<file path="src/rtl/seq_mult_pkg.sv">
// seq_mult_pkg
// Definitions shared by the sequential multiplier, its product collector
// and any future issuer: the collector state encoding and width helpers.
// No ports; import with `import seq_mult_pkg::*;`.
package seq_mult_pkg;

    typedef enum logic [1:0] {
        IDLE    = 2'd0,
        COLLECT = 2'd1,
        HOLD    = 2'd2
    } collect_state_e;

    // Chunk counter width: holds 0 .. 2*max_width/p inclusive.
    function automatic int chunk_cnt_w(input int max_width, input int p);
        return $clog2(2 * max_width / p) + 1;
    endfunction

    // Full product width for a given maximum operand width.
    function automatic int prod_w(input int max_width);
        return 2 * max_width;
    endfunction

    localparam int DEF_P         = 2;
    localparam int DEF_MAX_WIDTH = 16;
    localparam int DEF_CNT_W     = chunk_cnt_w(DEF_MAX_WIDTH, DEF_P);
    localparam int DEF_PROD_W    = prod_w(DEF_MAX_WIDTH);

endpackage

</file>
<file path="src/rtl/chunk_counter.sv">
// chunk_counter
// Loadable saturating up-counter with a sticky overflow flag. Counting
// stops at MAX; every enable seen while saturated sets ovf until the next
// clear, load or reset. Priority: clr > load > en.
// Ports:
//   clk, rst_n        clock, synchronous active-low reset
//   clr               zero the count and the overflow flag
//   load, load_val    load an arbitrary count (also clears ovf)
//   en                count one event
//   count             current count
//   sat               count has reached MAX
//   ovf               an event arrived while saturated (sticky)
module chunk_counter
    import seq_mult_pkg::*;
#(
    parameter int W   = DEF_CNT_W,
    parameter int MAX = DEF_PROD_W / DEF_P
) (
    input  logic         clk,
    input  logic         rst_n,
    input  logic         clr,
    input  logic         load,
    input  logic [W-1:0] load_val,
    input  logic         en,
    output logic [W-1:0] count,
    output logic         sat,
    output logic         ovf
);

    assign sat = (count >= W'(MAX));

    always_ff @(posedge clk) begin
        if (!rst_n) begin
            count <= '0;
            ovf   <= 1'b0;
        end else if (clr) begin
            count <= '0;
            ovf   <= 1'b0;
        end else if (load) begin
            count <= load_val;
            ovf   <= 1'b0;
        end else if (en) begin
            if (sat) begin
                ovf <= 1'b1;
            end else begin
                count <= count + 1'b1;
            end
        end
    end

endmodule

</file>
<file path="src/rtl/seq_mult_collector.sv">
// seq_mult_collector
// Receives the P-bit product chunks streamed by seq_mult (LSB chunk first,
// strobed by newOut), reassembles the full 2*MAX_WIDTH product and offers
// it downstream on a valid/ready handshake. busy back-pressures the issuer
// from the cycle after start until the product has been taken.
//
// Optional build macro:
//   SEQ_MULT_COLLECTOR_SIGNEXT_EN  when defined, prod bits above 2*bitsize
//                                  copy bit 2*bitsize-1 (two's-complement
//                                  product); otherwise they are zero.
// Ports:
//   clk, rst_n    clock, synchronous active-low reset
//   start         arms the collector (ignored in HOLD)
//   bitsize       operand width, sampled with start
//   p, newOut     product chunk and its strobe
//   done          multiplier completion pulse
//   prod          assembled product, held while prod_valid
//   prod_valid    prod/err are valid
//   prod_ready    downstream accept
//   err           chunk count differed from 2*bitsize/P, or overflow
//   busy          high while collecting or holding a result
module seq_mult_collector
    import seq_mult_pkg::*;
#(
    parameter int P         = 2,
    parameter int MAX_WIDTH = 16
) (
    input  logic                         clk,
    input  logic                         rst_n,
    input  logic                         start,
    input  logic [$clog2(MAX_WIDTH)-1:0] bitsize,
    input  logic [P-1:0]                 p,
    input  logic                         newOut,
    input  logic                         done,
    output logic [2*MAX_WIDTH-1:0]       prod,
    output logic                         prod_valid,
    input  logic                         prod_ready,
    output logic                         err,
    output logic                         busy
);

    localparam int PW      = prod_w(MAX_WIDTH);
    localparam int BS_W    = $clog2(MAX_WIDTH);
    localparam int CNT_MAX = PW / P;
    localparam int CNT_W   = chunk_cnt_w(MAX_WIDTH, P);

    collect_state_e   state;
    logic [PW-1:0]    sr;
    logic [PW-1:0]    sr_ins;
    logic [PW-1:0]    prod_fill;
    logic [BS_W-1:0]  bs_q;
    logic [CNT_W-1:0] k;
    logic             k_sat;
    logic             k_ovf;
    logic             chunk_ok;
    logic             cnt_clr;
    logic             cnt_en;
    logic             err_next;
    int               k_final;
    int               n_exp;

    // Bits at and above 2*bs are replaced by the fill bit: zero, or the
    // product's sign bit when sign extension is compiled in.
    function automatic logic [PW-1:0] fill_upper(input logic [PW-1:0]   v,
                                                 input logic [BS_W-1:0] bs);
        logic [PW-1:0] r;
        int            lim;
        logic          s;
        lim = 2 * int'(bs);
        s   = 1'b0;
`ifdef SEQ_MULT_COLLECTOR_SIGNEXT_EN
        for (int i = 0; i < PW; i++) begin
            if (i == lim - 1) s = v[i];
        end
`endif
        r = v;
        for (int i = 0; i < PW; i++) begin
            if (i >= lim) r[i] = s;
        end
        return r;
    endfunction

    // start re-arms from IDLE or COLLECT; in HOLD it must not disturb the
    // held result. A chunk coincident with an aborting start is discarded.
    assign cnt_clr = start && (state != HOLD);
    assign cnt_en  = (state == COLLECT) && newOut && !start;

    chunk_counter #(
        .W   (CNT_W),
        .MAX (CNT_MAX)
    ) u_chunk_counter (
        .clk      (clk),
        .rst_n    (rst_n),
        .clr      (cnt_clr),
        .load     (1'b0),
        .load_val ('0),
        .en       (cnt_en),
        .count    (k),
        .sat      (k_sat),
        .ovf      (k_ovf)
    );

    // Shift register with this cycle's chunk already inserted, so a chunk
    // arriving together with done lands in the result and in the count.
    always_comb begin
        sr_ins   = sr;
        chunk_ok = newOut && !k_sat;
        if (chunk_ok) begin
            for (int i = 0; i < CNT_MAX; i++) begin
                if (k == CNT_W'(i)) sr_ins[i*P +: P] = p;
            end
        end
        k_final  = int'(k) + (chunk_ok ? 1 : 0);
        n_exp    = (2 * int'(bs_q)) / P;
        err_next = (k_final != n_exp) || k_ovf || (newOut && k_sat);
    end

    assign prod_fill = fill_upper(sr_ins, bs_q);

    always_ff @(posedge clk) begin
        if (!rst_n) begin
            state      <= IDLE;
            sr         <= '0;
            bs_q       <= '0;
            prod       <= '0;
            prod_valid <= 1'b0;
            err        <= 1'b0;
            busy       <= 1'b0;
        end else begin
            case (state)
                IDLE: begin
                    if (start) begin
                        sr    <= '0;
                        bs_q  <= bitsize;
                        state <= COLLECT;
                        busy  <= 1'b1;
                    end
                end
                COLLECT: begin
                    if (start) begin
                        sr   <= '0;
                        bs_q <= bitsize;
                    end else begin
                        sr <= sr_ins;
                        if (done) begin
                            state      <= HOLD;
                            prod       <= prod_fill;
                            err        <= err_next;
                            prod_valid <= 1'b1;
                        end
                    end
                end
                HOLD: begin
                    if (prod_ready) begin
                        state      <= IDLE;
                        prod_valid <= 1'b0;
                        err        <= 1'b0;
                        busy       <= 1'b0;
                    end
                end
                default: state <= IDLE;
            endcase
        end
    end

endmodule

</file>
<file path="config.mk">
export PLATFORM = sky130hd
export DESIGN_NAME = seq_mult_collector
export DESIGN_NICKNAME = d
export VERILOG_FILES = /design/src/rtl/seq_mult_pkg.sv /design/src/rtl/chunk_counter.sv /design/src/rtl/seq_mult_collector.sv
export SDC_FILE = /design/constraint.sdc
export NUM_CORES = 1
export LEC_CHECK = 0
export ABC_AREA = 1
export CORE_MARGIN = 5
export CORE_UTILIZATION = 50
export DETAILED_ROUTE_END_ITERATION = 8
export GPL_ROUTABILITY_DRIVEN = 0
export GPL_TIMING_DRIVEN = 0
export HOLD_SLACK_MARGIN = 0.05
export PLACE_DENSITY = 0.73
export REMOVE_ABC_BUFFERS = 1
export SETUP_SLACK_MARGIN = 0.4
export SYNTH_ARGS = -nofsm -noshare
export SYNTH_HDL_FRONTEND = slang
export SYNTH_SLANG_ARGS = --single-unit
</file>
<file path="constraint.sdc">
create_clock -name clk -period 1.9 [get_ports clk]
set_clock_uncertainty 0.1 [all_clocks]
set_input_delay 0.19 -clock clk [delete_from_list [all_inputs] [get_ports clk]]
set_output_delay 0.19 -clock clk [all_outputs]
set_load 0.005 [all_outputs]
</file>
* Yosys cells after proc, flatten, opt, wreduce, memory -nomap -nowiden
Index checks and enable logic that the tools add are counted.
** Operators by class
- Add/sub/neg operators :: 2
- Order comparisons :: 33
- Eq/ne operators :: 23
- Muxes and demuxes :: 67
- Bitwise operators :: 3
- Reductions and logical operators :: 24
** Operator list (number)
- 32-bit two-way mux :: 3
- 5-bit >= comparator (first input constant) :: 16
- 32-bit case mux with 2 select lines :: 1
- 5-bit by 4-bit == test with 1-bit output (second input constant) :: 8
- 4-bit by 5-bit >= comparator with 1-bit output (first input constant) :: 8
- 2-bit two-way mux :: 20
- 1-bit two-way mux :: 39
- 5-bit by 3-bit == test with 1-bit output (second input constant) :: 4
- 3-bit by 5-bit >= comparator with 1-bit output (first input constant) :: 4
- 5-bit by 2-bit == test with 1-bit output (second input constant) :: 2
- 1-bit by 5-bit >= comparator with 1-bit output (first input constant) :: 2
- 2-bit by 5-bit >= comparator with 1-bit output (first input constant) :: 2
- 2-bit inequality test (second input constant) :: 5
- 2-bit AND reduction :: 4
- 4-bit AND reduction :: 2
- 5-bit by 1-bit adder with 6-bit output :: 1
- 6-bit by 4-bit inequality test with 1-bit output :: 1
- 1-bit case mux with 2 select lines :: 3
- 2-bit case mux with 3 select lines :: 1
- 3-bit AND reduction :: 2
- 2-bit nonzero test :: 3
- 5-bit by 1-bit adder with 5-bit output (second input constant) :: 1
- 5-bit by 1-bit == test with 1-bit output (second input constant) :: 1
- 5-bit >= comparator (second input constant) :: 1
- other kinds (9) :: 18
** Word-level totals
- Flip-flop bits (word level) :: 79
- Bits of input ports :: 12
- Output and inout port bits :: 35
- Word-level logic and storage cells :: 161

* Depth between registers and ports, before layout
Gate-level depths: netlist (run 1).
- Depth after elaboration :: 11
- Depth in mapped cells :: 13
- Mapped depth without buffers :: 13

* Modules after synthesis
Synthesis (run 1) repeated with hierarchy kept, for this count alone.
** Unflattened totals
- Cell total of the unflattened synthesis :: 538
- Area total of the unflattened synthesis :: 3651.0 um^2
** Modules (own cells, without submodules)
- seq_mult_collector :: instances 1, cells each 488, area an instance 3304.4 um^2, sequential area each 1381.3 um^2
- chunk_counter :: instances 1, cells each 50, area an instance 346.6 um^2, sequential area each 120.1 um^2

* Least setup slack after synthesis (run 1)
No wires, ideal clock.
- Kind :: register to register
- From :: register u_chunk_counter.count[4]
- To :: register err
- Setup time :: 111 ps
- Data arrival time :: 1279 ps
- Data required time :: 1689 ps
- Path slack :: 410 ps
- Stages on the path, launching flop included :: 12
- Path buffers :: 0
- Period minus slack after synthesis :: 1490 ps
- Cells stage by stage :: dfxtp_1 -> inv_2 -> nand2_4 -> inv_2 -> ha_1 -> inv_1 -> nand2_1 -> nand3_1 -> nor2_1 -> nand3_1 -> nor2_1 -> nor2_1
** Between the ends
- Word-level cells in the longest chain between the ends :: 11
- Elaborated cells on any way between the ends :: 12
- Classes of those cells :: add/sub: 1; order compare: 1; eq/ne: 1; mux: 4; reduce/logical: 5
** RTL lines
- start: declaration :: RTL line chunk_counter.sv:25 : output logic [W-1:0] count,
- start signal: assignment :: RTL line chunk_counter.sv:40 : count <= load_val;
- start signal: assignment :: RTL line chunk_counter.sv:46 : count <= count + 1'b1;
- 5-bit >= comparator :: RTL line chunk_counter.sv:30 : assign sat = (count >= W'(MAX));
- 1-bit zero test :: RTL line seq_mult_collector.sv:107 : chunk_ok = newOut && !k_sat;
- 1-bit logical AND :: RTL line seq_mult_collector.sv:107
- 1-bit two-way mux :: RTL line seq_mult_collector.sv:113 : k_final = int'(k) + (chunk_ok ? 1 : 0);
- 5-bit by 1-bit adder with 6-bit output :: RTL line seq_mult_collector.sv:113
- 6-bit by 4-bit inequality test with 1-bit output :: RTL line seq_mult_collector.sv:115 : err_next = (k_final != n_exp) || k_ovf || (newOut && k_sat);
- 1-bit logical OR :: RTL line seq_mult_collector.sv:115
- 1-bit logical OR * :: RTL line seq_mult_collector.sv:115
- 1-bit two-way mux * :: RTL line seq_mult_collector.sv:145 : if (done) begin
- 1-bit two-way mux * :: RTL line seq_mult_collector.sv:140 : if (start) begin
- 1-bit case mux with 2 select lines * :: RTL line seq_mult_collector.sv:130 : case (state)
- end signal: assignment :: RTL line seq_mult_collector.sv:148 : err <= err_next;
- end: declaration :: RTL line seq_mult_collector.sv:38 : output logic err,
Every way passes the cells marked *; elsewhere a longest branch is shown, timed or not. The select of a mux whose other input is x is not followed.
A chain may end at the register's enable or synchronous reset.

* Final worst setup path (run 1)
- From :: register u_chunk_counter.count[3]
- To :: register prod[28]
** Between the ends
- Word-level cells in the longest chain between the ends :: 5
- Elaborated cells on any way between the ends :: 7
- Classes of those cells :: order compare: 1; eq/ne: 1; mux: 3; reduce/logical: 2
** RTL lines
- 5-bit >= comparator :: RTL line chunk_counter.sv:30
- 1-bit zero test :: RTL line seq_mult_collector.sv:107
- 1-bit logical AND :: RTL line seq_mult_collector.sv:107
- 32-bit two-way mux * :: RTL line seq_mult_collector.sv:108 : if (chunk_ok) begin
- 1-bit two-way mux * :: RTL line seq_mult_collector.sv:78 : if (i >= lim) r[i] = s;
- end signal: assignment :: RTL line seq_mult_collector.sv:147 : prod <= prod_fill;
- end: declaration :: RTL line seq_mult_collector.sv:35 : output logic [2*MAX_WIDTH-1:0] prod,
Every way passes the cells marked *; elsewhere a longest branch is shown, timed or not.

==> metrics.cfg, run 1 <==
[timing]
max_slew_margin_pct=66.1
fmax_mhz=633
fin_crit_ns=1.58
finalWorstSetupSlack_ns=0.321
period_share_pct=83.1
worstMarginPinSlew_ns=0.507
drv_slew=0
fin_worst_hold_slack_ns=0.200
rsz0062_at_grt=yes
finalSetupViolCount=0
hold_viol=0

[cells_and_area]
diodes=0
post-route-util_pct=71.0
area_growth_pct=37.0
drive_gt1_share_pct=25.1
final_nets=598
mostFrequentLayoutCell=nand2_1
finalNonFillerCells=681
mostFrequentLayoutCells=nand2_1 (167), a21oi_1 (63), dfxtp_1 (57), inv_1 (39), dlymetal6s2s_1 (27)

[worst_setup_path]
cpMostUsedCell=nand2_1
worstReg2RegEnd=prod[28]
end_kind=flip-flop
critPathCapture=prod[28]
critPathTopFamily=simple AND/OR/NAND/NOR gates
crit_start=u_chunk_counter.count[3]
rrSetupSlack_ns=0.32
reg2reg_from=u_chunk_counter.count[3]
cp_num_buf_inv=1
reg2reg_depth=7
startpoint_type=flip-flop
cp_num_cells=7
cpMaxStageDelayCell=dfxtp_1
critPathKind=flip-flop to flip-flop
critical_path.cell_chain=nand2_1 > inv_1 > nand2_4 > nand2_2 > o21ai_4 > nand2_1 > a21oi_2
worstPathMaxFanout=5
required_ns=2.04
max_stage_delay_ns=0.47
critical_path_arrival_ns=1.72

[placed_design]
dp_hpwl_um=6060
port_buffers=44
pre_cts_slack_ns=-0.170
dp.cells=646

[clock_tree]
clockBufferDepth=2
cts.clk_slew.worst_paths_ns=0.08
clk_latency_ns=0.35
hold_buffers=0
cts_tree=yes
clock_sinks=75
cts.htree.levels=3
cts_buffers=9
root_buffer=clkbuf_8

[global_routing]
use_met1_pct=28.6
antenna_found_initial=0
grt_pass1_vias=3159
use_met3_pct=3.67
track_usage_pct=21.1
grt_pass1_wl_um=14900
grt_busiest_layer=met2
gr-total-overflow=0
grt_util_met2_pct=32.7
grt_start_max_net_pins=51

[floorplan]
coreArea_um2=6870
fp.dieH_um=94.3
dieArea_um2=8900
pin_count=47
rows=30
start_util_pct=51.8
die_w_um=94.3

[drt]
drtIter0Drc=238
drt_pass1_iterations=4
vias=3598
drcViolationCount=0
drt-total-wl_um=9860
avgViaCountPerCell=5.28
antenna_left=0
wl_per_cell_um=14.5

[yosys]
async_flop_share_pct=0
synth-seq-cells=75
synth.distinct_cells=26
syn_area_um2=3560
ys_seq_area_share_pct=42.2
synthesis.instances=524
ys_warn_count=0
synth_edf_count=0
synth_flop_cell=dfxtp_1
synth_area_per_cell_um2=6.79

[power]
power_switching_share_pct=25.8
p_int_mw=2.36
p_leak_nw=2.31
p_sw_mw=0.824
seq_power_share_pct=50.2
power.density_nw_per_um2=654
comb_power_share_pct=9.2
vdd_drop_max_mv=0.553
pwr-share-clk_pct=40.7

[outcome]
outcome=finished, final reports clean

[hold_path]
worst_hold_path_type=input pin to flip-flop

[run]
cap_viol_max_count=0

==> kinds of logic after synthesis <==
kind of cell	share of synthesized area, %
AO/OA/AOI/OAI	17.6
adder cells (fa/ha/maj)	2.11
buffers and inverters	8.44
flip-flops	42.2
other	0.105
AND/OR/NAND/NOR	29.5
==> Yosys cell counts, types with 2 or more instances <==
master | count | area [um2]
o21ai_0 | 16 | 80.1
dfxtp_1 | 75 | 1500
a211oi_1 | 2 | 15.0
nand2_2 | 2 | 12.5
o211ai_1 | 12 | 90.1
buf_1 | 2 | 7.51
a21oi_1 | 75 | 375
nor2_4 | 3 | 33.8
inv_1 | 44 | 165
ha_1 | 6 | 75.1
clkbuf_1 | 4 | 15.0
buf_4 | 3 | 22.5
nor2_2 | 5 | 31.3
nand2_1 | 189 | 709
a21oi_2 | 3 | 26.3
inv_2 | 5 | 18.8
o21ai_1 | 8 | 40.0
buf_2 | 12 | 60.1
nor2_1 | 27 | 101
nand3_1 | 25 | 125
==> layout make-up <==
cell class,count,area (um2)
clock inverters,5,61.3
clock buffers,11,151
flip-flops and latches,75,1530
repair inverters,2,17.5
well taps,96,120
repair buffers,64,707
inverters,49,209
fillers,529,1990
multi-input cells,379,2080
==> sequential cells by signal, summed over array words and instances, names as in the netlist <==
signal / count
prod: 30
sr: 30
u_chunk_counter.count: 5
bs_q: 4
state: 2
busy: 1
err: 1
prod_valid: 1
u_chunk_counter.ovf: 1
==> worst reg2reg max path, stage by stage, from the launching register on <==
cell	delay (ns)
dfxtp_1	0.47
nand2_1	0.15
inv_1	0.26
nand2_4	0.15
nand2_2	0.11
o21ai_4	0.06
nand2_1	0.11
a21oi_2	0.05
==> metal layers <==
layer	vias up	part of all wire, %
met2	124	49
li1	1789	-
met4	0	1.8
met5	-	0
met3	18	6.0
met1	1667	43
==> how the worst min path moves through the flow <==
stage	from	end	slack, ns	cells past startpoint
2_1_floorplan	done	state[0]	0.19	1
5_1_grt	start	u_chunk_counter.count[2]	0.24	4
3_3_place_gp	sr[23]	sr[23]	0.35	2
3_5_place_dp	sr[18]	sr[18]	0.35	2
6_report	start	u_chunk_counter.count[2]	0.20	4
4_1_cts	done	state[0]	0.33	2
==> metrics by stage <==
step / cell area [um2] / power [mW] / setup TNS [ns]
5_1_grt: 4870 / 3.31 / 0
3_5_place_dp: 4070 / 1.87 / -5.74
2_1_floorplan: 3440 / 1.76 / -0.190
4_1_cts: 4390 / 3.16 / 0
3_3_place_gp: 4010 / 1.85 / -58.95
6_report: 4870 / 3.19 / 0
==> power by group through the flow <==
stage	Sequential [mW]	Combinational, mW	Clock (mW)
finish	1.60	0.292	1.30
global route	1.60	0.317	1.39
CTS	1.60	0.248	1.31
detailed placement	1.64	0.233	0
global placement	1.64	0.209	0
floorplan	1.63	0.121	0
==> timing repair <==
action,4_1_cts,5_1_grt
hold endpoints to repair,0,0
pin swaps,3,21
gates cloned,0,2
endpoints found under the setup margin,71,94
resized for setup,37,118
buffers inserted,3,14
Power figures use the tool's default switching activity.
==> inputs of run 2 (changes only) <==
==> constraint.sdc (replaced) <==
create_clock -name clk -period 1.6 [get_ports clk]
set_clock_uncertainty 0.1 [all_clocks]
set_input_delay 0.16 -clock clk [delete_from_list [all_inputs] [get_ports clk]]
set_output_delay 0.16 -clock clk [all_outputs]
set_load 0.005 [all_outputs]
==> run 2 against run 1 <==
  * The flow now finishes with violations (negative setup slack)
  * Hold slack got worse by 0.038 ns
  * Total power rose by 24%
  * Sequential cell count did not move
  * Sequential share of layout area fell by 2.9 points
  * Largest cell class unchanged
==> metrics.cfg, run 2 (synthesis gave the netlist of run 1 again) <==
[hold_path]
worst_hold_path_type=input pin to flip-flop
min_from=rst_n
hold_path_end=err
whs_path_depth=3

[cells_and_area]
mostFrequentLayoutCell=nand2_1
mostFrequentLayoutCells=nand2_1 (157), a21oi_1 (61), dfxtp_1 (40), inv_1 (30), dfxtp_2 (30)
n_fill_cell=405
ff_latch_area_um2=1560
diodes=0
drive_gt1_share_pct=38.0
area_growth_pct=53.8
final_nets=629
multi_input_area_um2=2320
post-route-util_pct=79.7
largestRegisters=prod (30), sr (30), u_chunk_counter.count (5)

[outcome]
outcome=finished, violations left
violations=negative setup slack

[drt]
routed.top_layer=met4
avgViaCountPerCell=5.92
drt-total-wl_um=13600
vias=4212
wl_per_cell_um=19.1
drt_pass1_iterations=7
wl_met3_um=1380
drcViolationCount=0
antenna_left=0
dr_wl_met2_um=6260
drtIter0Drc=498
drt-met1-wl_um=5050

[worst_setup_path]
required_ns=1.77
critical_path_arrival_ns=1.88
reg2reg_depth=11
critPathKind=flip-flop to flip-flop
startpoint_type=flip-flop
reg2reg_from=u_chunk_counter.count[0]
rrSetupSlack_ns=-0.12
worstReg2RegEnd=err
worstPathMaxFanout=6
end_kind=flip-flop

[floorplan]
start_util_pct=51.8
die_w_um=94.3
coreArea_um2=6870
pin_count=47
rows=30
dieArea_um2=8900
fp.dieH_um=94.3

[clock_tree]
cts.clk_slew.worst_paths_ns=0.08
clockBufferDepth=2
cts_buffers=9
cts_tree=yes
cts.htree.levels=3
root_buffer=clkbuf_8
hold_buffers=0
clk_latency_ns=0.37
clock_sinks=75

[timing]
fin_crit_ns=1.72
max_slew_margin_pct=66.7
drv_slew=0
finalWorstSetupSlack_ns=-0.117
finalSetupViolCount=7
hold_viol=0
fmax_mhz=583
rsz0062_at_grt=yes
worstMarginPinSlew_ns=0.499
period_share_pct=107

[power]
pwr-share-clk_pct=40.0
p_int_mw=2.86
p_leak_nw=2.10
seq_power_share_pct=48.0
vdd_drop_max_mv=0.606
power.density_nw_per_um2=725
comb_power_share_pct=11.9
power_switching_share_pct=27.8
p_sw_mw=1.10

[placed_design]
pre_cts_slack_ns=-0.440
dp_hpwl_um=6060
port_buffers=44

[global_routing]
track_usage_pct=24.5
grt_pass1_vias=3566
grt_pass1_wl_um=17100
gr-total-overflow=0
grt_start_max_net_pins=51
antenna_found_initial=0

[run]
cap_viol_max_count=0

-- run 2: changes by cell type in the layout (fill, tap and decap cells not counted), moves of 5 or more --
cell             previous run  this run
clkdlybuf4s15_1             0        29
dlymetal6s2s_1             27         0
dfxtp_1                    57        40
dfxtp_2                    16        30
buf_6                       1        14
nand2_1                   167       157
inv_1                      39        30
buf_4                      15        22
inv_4                       2         8
nand3_1                    20        14
buf_12                      2         7
nand2_4                     6        11
nand3_4                     0         5
-- run 2: worst max-delay path by stage --
stage,from,end,cells past startpoint
floorplan,state[1],sr[10],5
global placement,rst_n,u_chunk_counter.count[1],5
detailed placement,start,prod[7],8
CTS,u_chunk_counter.count[0],err,10
global route,u_chunk_counter.count[4],err,13
finish,u_chunk_counter.count[0],err,11
-- run 2: routing by layer --
layer  global-route usage [%]  vias to the layer above
li1                         -                     1862
met5                        0                        -
met3                     5.74                      106
met4                     13.8                        0
met2                     38.5                      311
met1                     30.9                     1933
-- run 2: timing repair --
| item | 4_1_cts | 5_1_grt |
|---|---|---|
| buffers inserted | 24 | 20 |
| resized for setup | 181 | 126 |
| endpoints found under the setup margin | 106 | 98 |
| pin swaps | 33 | 28 |
| gates cloned | 3 | 3 |
-- run 2: critical path: stages (launching register included) --
cell and delay, ns:
dfxtp_4 0.42, buf_6 0.14, ha_4 0.15, nand2_1 0.08, nand2_1 0.10, nand2_1 0.08
nand2_1 0.09, nand2_1 0.07, inv_1 0.08, nand3_1 0.09, nor2_1 0.15, nor2_1 0.05
-- run 2: layout make-up --
type / instances / share of cell area [%]
well taps: 96 / 2.20
multi-input cells: 379 / 42.3
clock inverters: 5 / 1.12
inverters: 49 / 4.07
flip-flops and latches: 75 / 28.5
repair buffers: 93 / 18.4
repair inverters: 4 / 0.686
clock buffers: 11 / 2.77
-- run 2: through the flow --
stage               area [um2]  instances  TNS [ns]  power, mW  hold slack, ns
finish                    5470        712    -0.309       3.96           0.162
global route              5470        712    -0.857       4.05           0.192
CTS                       4870        689         0       3.82           0.170
detailed placement        4070        646    -23.18       2.22           0.355
global placement          4010        643    -78.12       2.19           0.348
floorplan                 3440        503     -8.64       2.08           0.164
-- run 2: power by group through the flow --
stage | registers [mW] | clock network [mW] | logic (mW)
final | 1.90 | 1.59 | 0.474
after global placement | 1.94 | 0 | 0.248
after CTS | 1.90 | 1.56 | 0.362
after detailed placement | 1.94 | 0 | 0.277
after floorplan | 1.94 | 0 | 0.144
after global routing | 1.91 | 1.65 | 0.492
==> inputs of run 3 (changes only) <==
--- a/config.mk
+++ b/config.mk
@@ -6,6 +6,7 @@
 export NUM_CORES = 1
 export LEC_CHECK = 0
 export ABC_AREA = 1
+export CORE_ASPECT_RATIO = 0.8
 export CORE_MARGIN = 5
 export CORE_UTILIZATION = 50
 export DETAILED_ROUTE_END_ITERATION = 8
==> run 3 against run 2 <==
  * The flow still finishes with violations (negative setup slack)
  * Critical path depth shrank 3
  * Register-to-register slack gained 0.09 ns
  * Sequential share of layout area grew 1.7 points
  * Via count shrank 10%
  * Clock power shrank 6%
  * Cell area shrank 6.1%
  * Hold slack gained 0.14 ns
  * Count of clock-buffer cells in the layout is the same
  * Total power shrank 4.3%
  * Global-route usage shrank 2.0 points
  * Combinational power shrank 15%
  * First-iteration DRC count shrank 40%
==> metrics.cfg, run 3 (synthesis gave the netlist of run 1 again) <==
[floorplan]
pin_count=47
fp.dieH_um=85.4
die_w_um=104
start_util_pct=51.6
dieArea_um2=8910
rows=27
coreArea_um2=6890

[cells_and_area]
largestRegisters=prod (30), sr (30), u_chunk_counter.count (5)
post-route-util_pct=74.6
final_nets=611
n_fill_cell=497
drive_gt1_share_pct=36.5
diodes=0
multi_input_area_um2=2280
finalNonFillerCells=685
mostFrequentLayoutCell=nand2_1
mostFrequentLayoutCells=nand2_1 (152), a21oi_1 (62), dfxtp_1 (45), inv_1 (29), dfxtp_2 (25)
final_area_um2=5140
area_growth_pct=44.5
ff_latch_area_um2=1550

[worst_setup_path]
critPathCapture=prod[13]
startpoint_type=flip-flop
cp_num_buf_inv=2
cpMostUsedCell=inv_4
end_kind=flip-flop
critical_path_arrival_ns=1.83
reg2reg_depth=8
worstReg2RegEnd=prod[13]
required_ns=1.80
cpMaxStageDelayCell=dfxtp_4
critPathTopFamily=simple AND/OR/NAND/NOR gates
cp_num_cells=8
max_stage_delay_ns=0.40
critPathKind=flip-flop to flip-flop
crit_start=u_chunk_counter.count[0]
worstPathMaxFanout=7
rrSetupSlack_ns=-0.03
critical_path.cell_chain=inv_4 > ha_4 > inv_4 > nor2_4 > nand2_4 > o21ai_4 > nand2_2 > a21oi_2
reg2reg_from=u_chunk_counter.count[0]

[drt]
drcViolationCount=0
avgViaCountPerCell=5.50
drt-total-wl_um=11300
drtIter0Drc=297
antenna_left=0
vias=3770
wl_per_cell_um=16.6
drt_pass1_iterations=6

[power]
p_leak_nw=2.00
p_total_mw=3.80
vdd_drop_max_mv=0.490
power.density_nw_per_um2=739

[clock_tree]
clockBufferDepth=2
root_buffer=clkbuf_8
cts.clk_slew.worst_paths_ns=0.08
hold_buffers=0
cts_buffers=9
clk_latency_ns=0.37
cts_tree=yes
cts.htree.levels=3
clock_sinks=75

[timing]
max_slew_margin_pct=51.7
fin_crit_ns=1.63
hold_viol=0
drv_slew=0
period_share_pct=102
fmax_mhz=615
worstMarginPinSlew_ns=0.722
finalSetupViolCount=3
rsz0062_at_grt=yes
finalWorstSetupSlack_ns=-0.0262

[placed_design]
dp.cells=637
placed_area_um2=4050
port_buffers=44
dp_hpwl_um=6160

[outcome]
violations=negative setup slack
outcome=finished, violations left

[global_routing]
antenna_found_initial=0
grt_start_max_net_pins=51
gr-total-overflow=0
track_usage_pct=22.5
grt_pass1_vias=3425
grt_pass1_wl_um=16400

[run]
cap_viol_max_count=0

[hold_path]
worst_hold_path_type=input pin to flip-flop

-- run 3: through the flow --
step	hold slack (ns)	worst slack (ns)	setup TNS, ns
finish	0.300	-0.0262	-0.0505
global route	0.285	-0.0532	-0.290
CTS	0.284	0.0971	0
detailed placement	0.354	-0.440	-20.90
global placement	0.349	-1.38	-77.15
floorplan	0.164	-0.332	-8.64
-- run 3: how the worst min path moves through the flow --
stage	start	endpoint	slack, ns	cells past startpoint
final	done	state[0]	0.30	2
after CTS	done	state[0]	0.28	2
after global routing	done	state[0]	0.28	2
after floorplan	done	state[0]	0.16	1
after global placement	sr[22]	sr[22]	0.35	2
after detailed placement	sr[22]	sr[22]	0.35	2
-- run 3: power breakdown --
part	switching [mW]	internal (mW)	leakage, nW	total (mW)
Combinational	0.263	0.141	1.28	0.404
Sequential	0.0250	1.88	0.622	1.90
Clock	0.735	0.755	0.0991	1.49
-- run 3: worst register-to-register path: cells and delay by family (launching register included) --
family,cells,cell delay (ns)
adder cells (fa/ha/maj),1,0.15
buffers and inverters,2,0.12
flip-flops,1,0.40
AND/OR/NAND/NOR,3,0.44
AO/OA/AOI/OAI,2,0.34
-- run 3: layout make-up --
type | instances | area share, %
Multi-Input combinational cell | 379 | 44.4
Sequential cell | 75 | 30.2
Timing Repair Buffer | 77 | 14.9
Inverter | 49 | 4.19
Clock buffer | 11 | 2.75
Tap cell | 87 | 2.12
Clock inverter | 5 | 1.02
Timing Repair inverter | 2 | 0.438
-- run 3: timing repair --
action | in CTS | in global routing
gates resized for setup | 167 | 123
setup buffers | 21 | 9
endpoints found under the setup margin | 106 | 94
gates cloned | 2 | 0
hold endpoints to repair | 0 | 0
pin swaps | 19 | 35
-- run 3: routing by layer --
layer,GRT usage [%],part of all wire (%),vias up
li1,-,-,1827
met1,28.5,42,1730
met2,37.1,48,171
met3,6.08,6.1,42
met4,7.65,3.8,0
met5,0,0,-
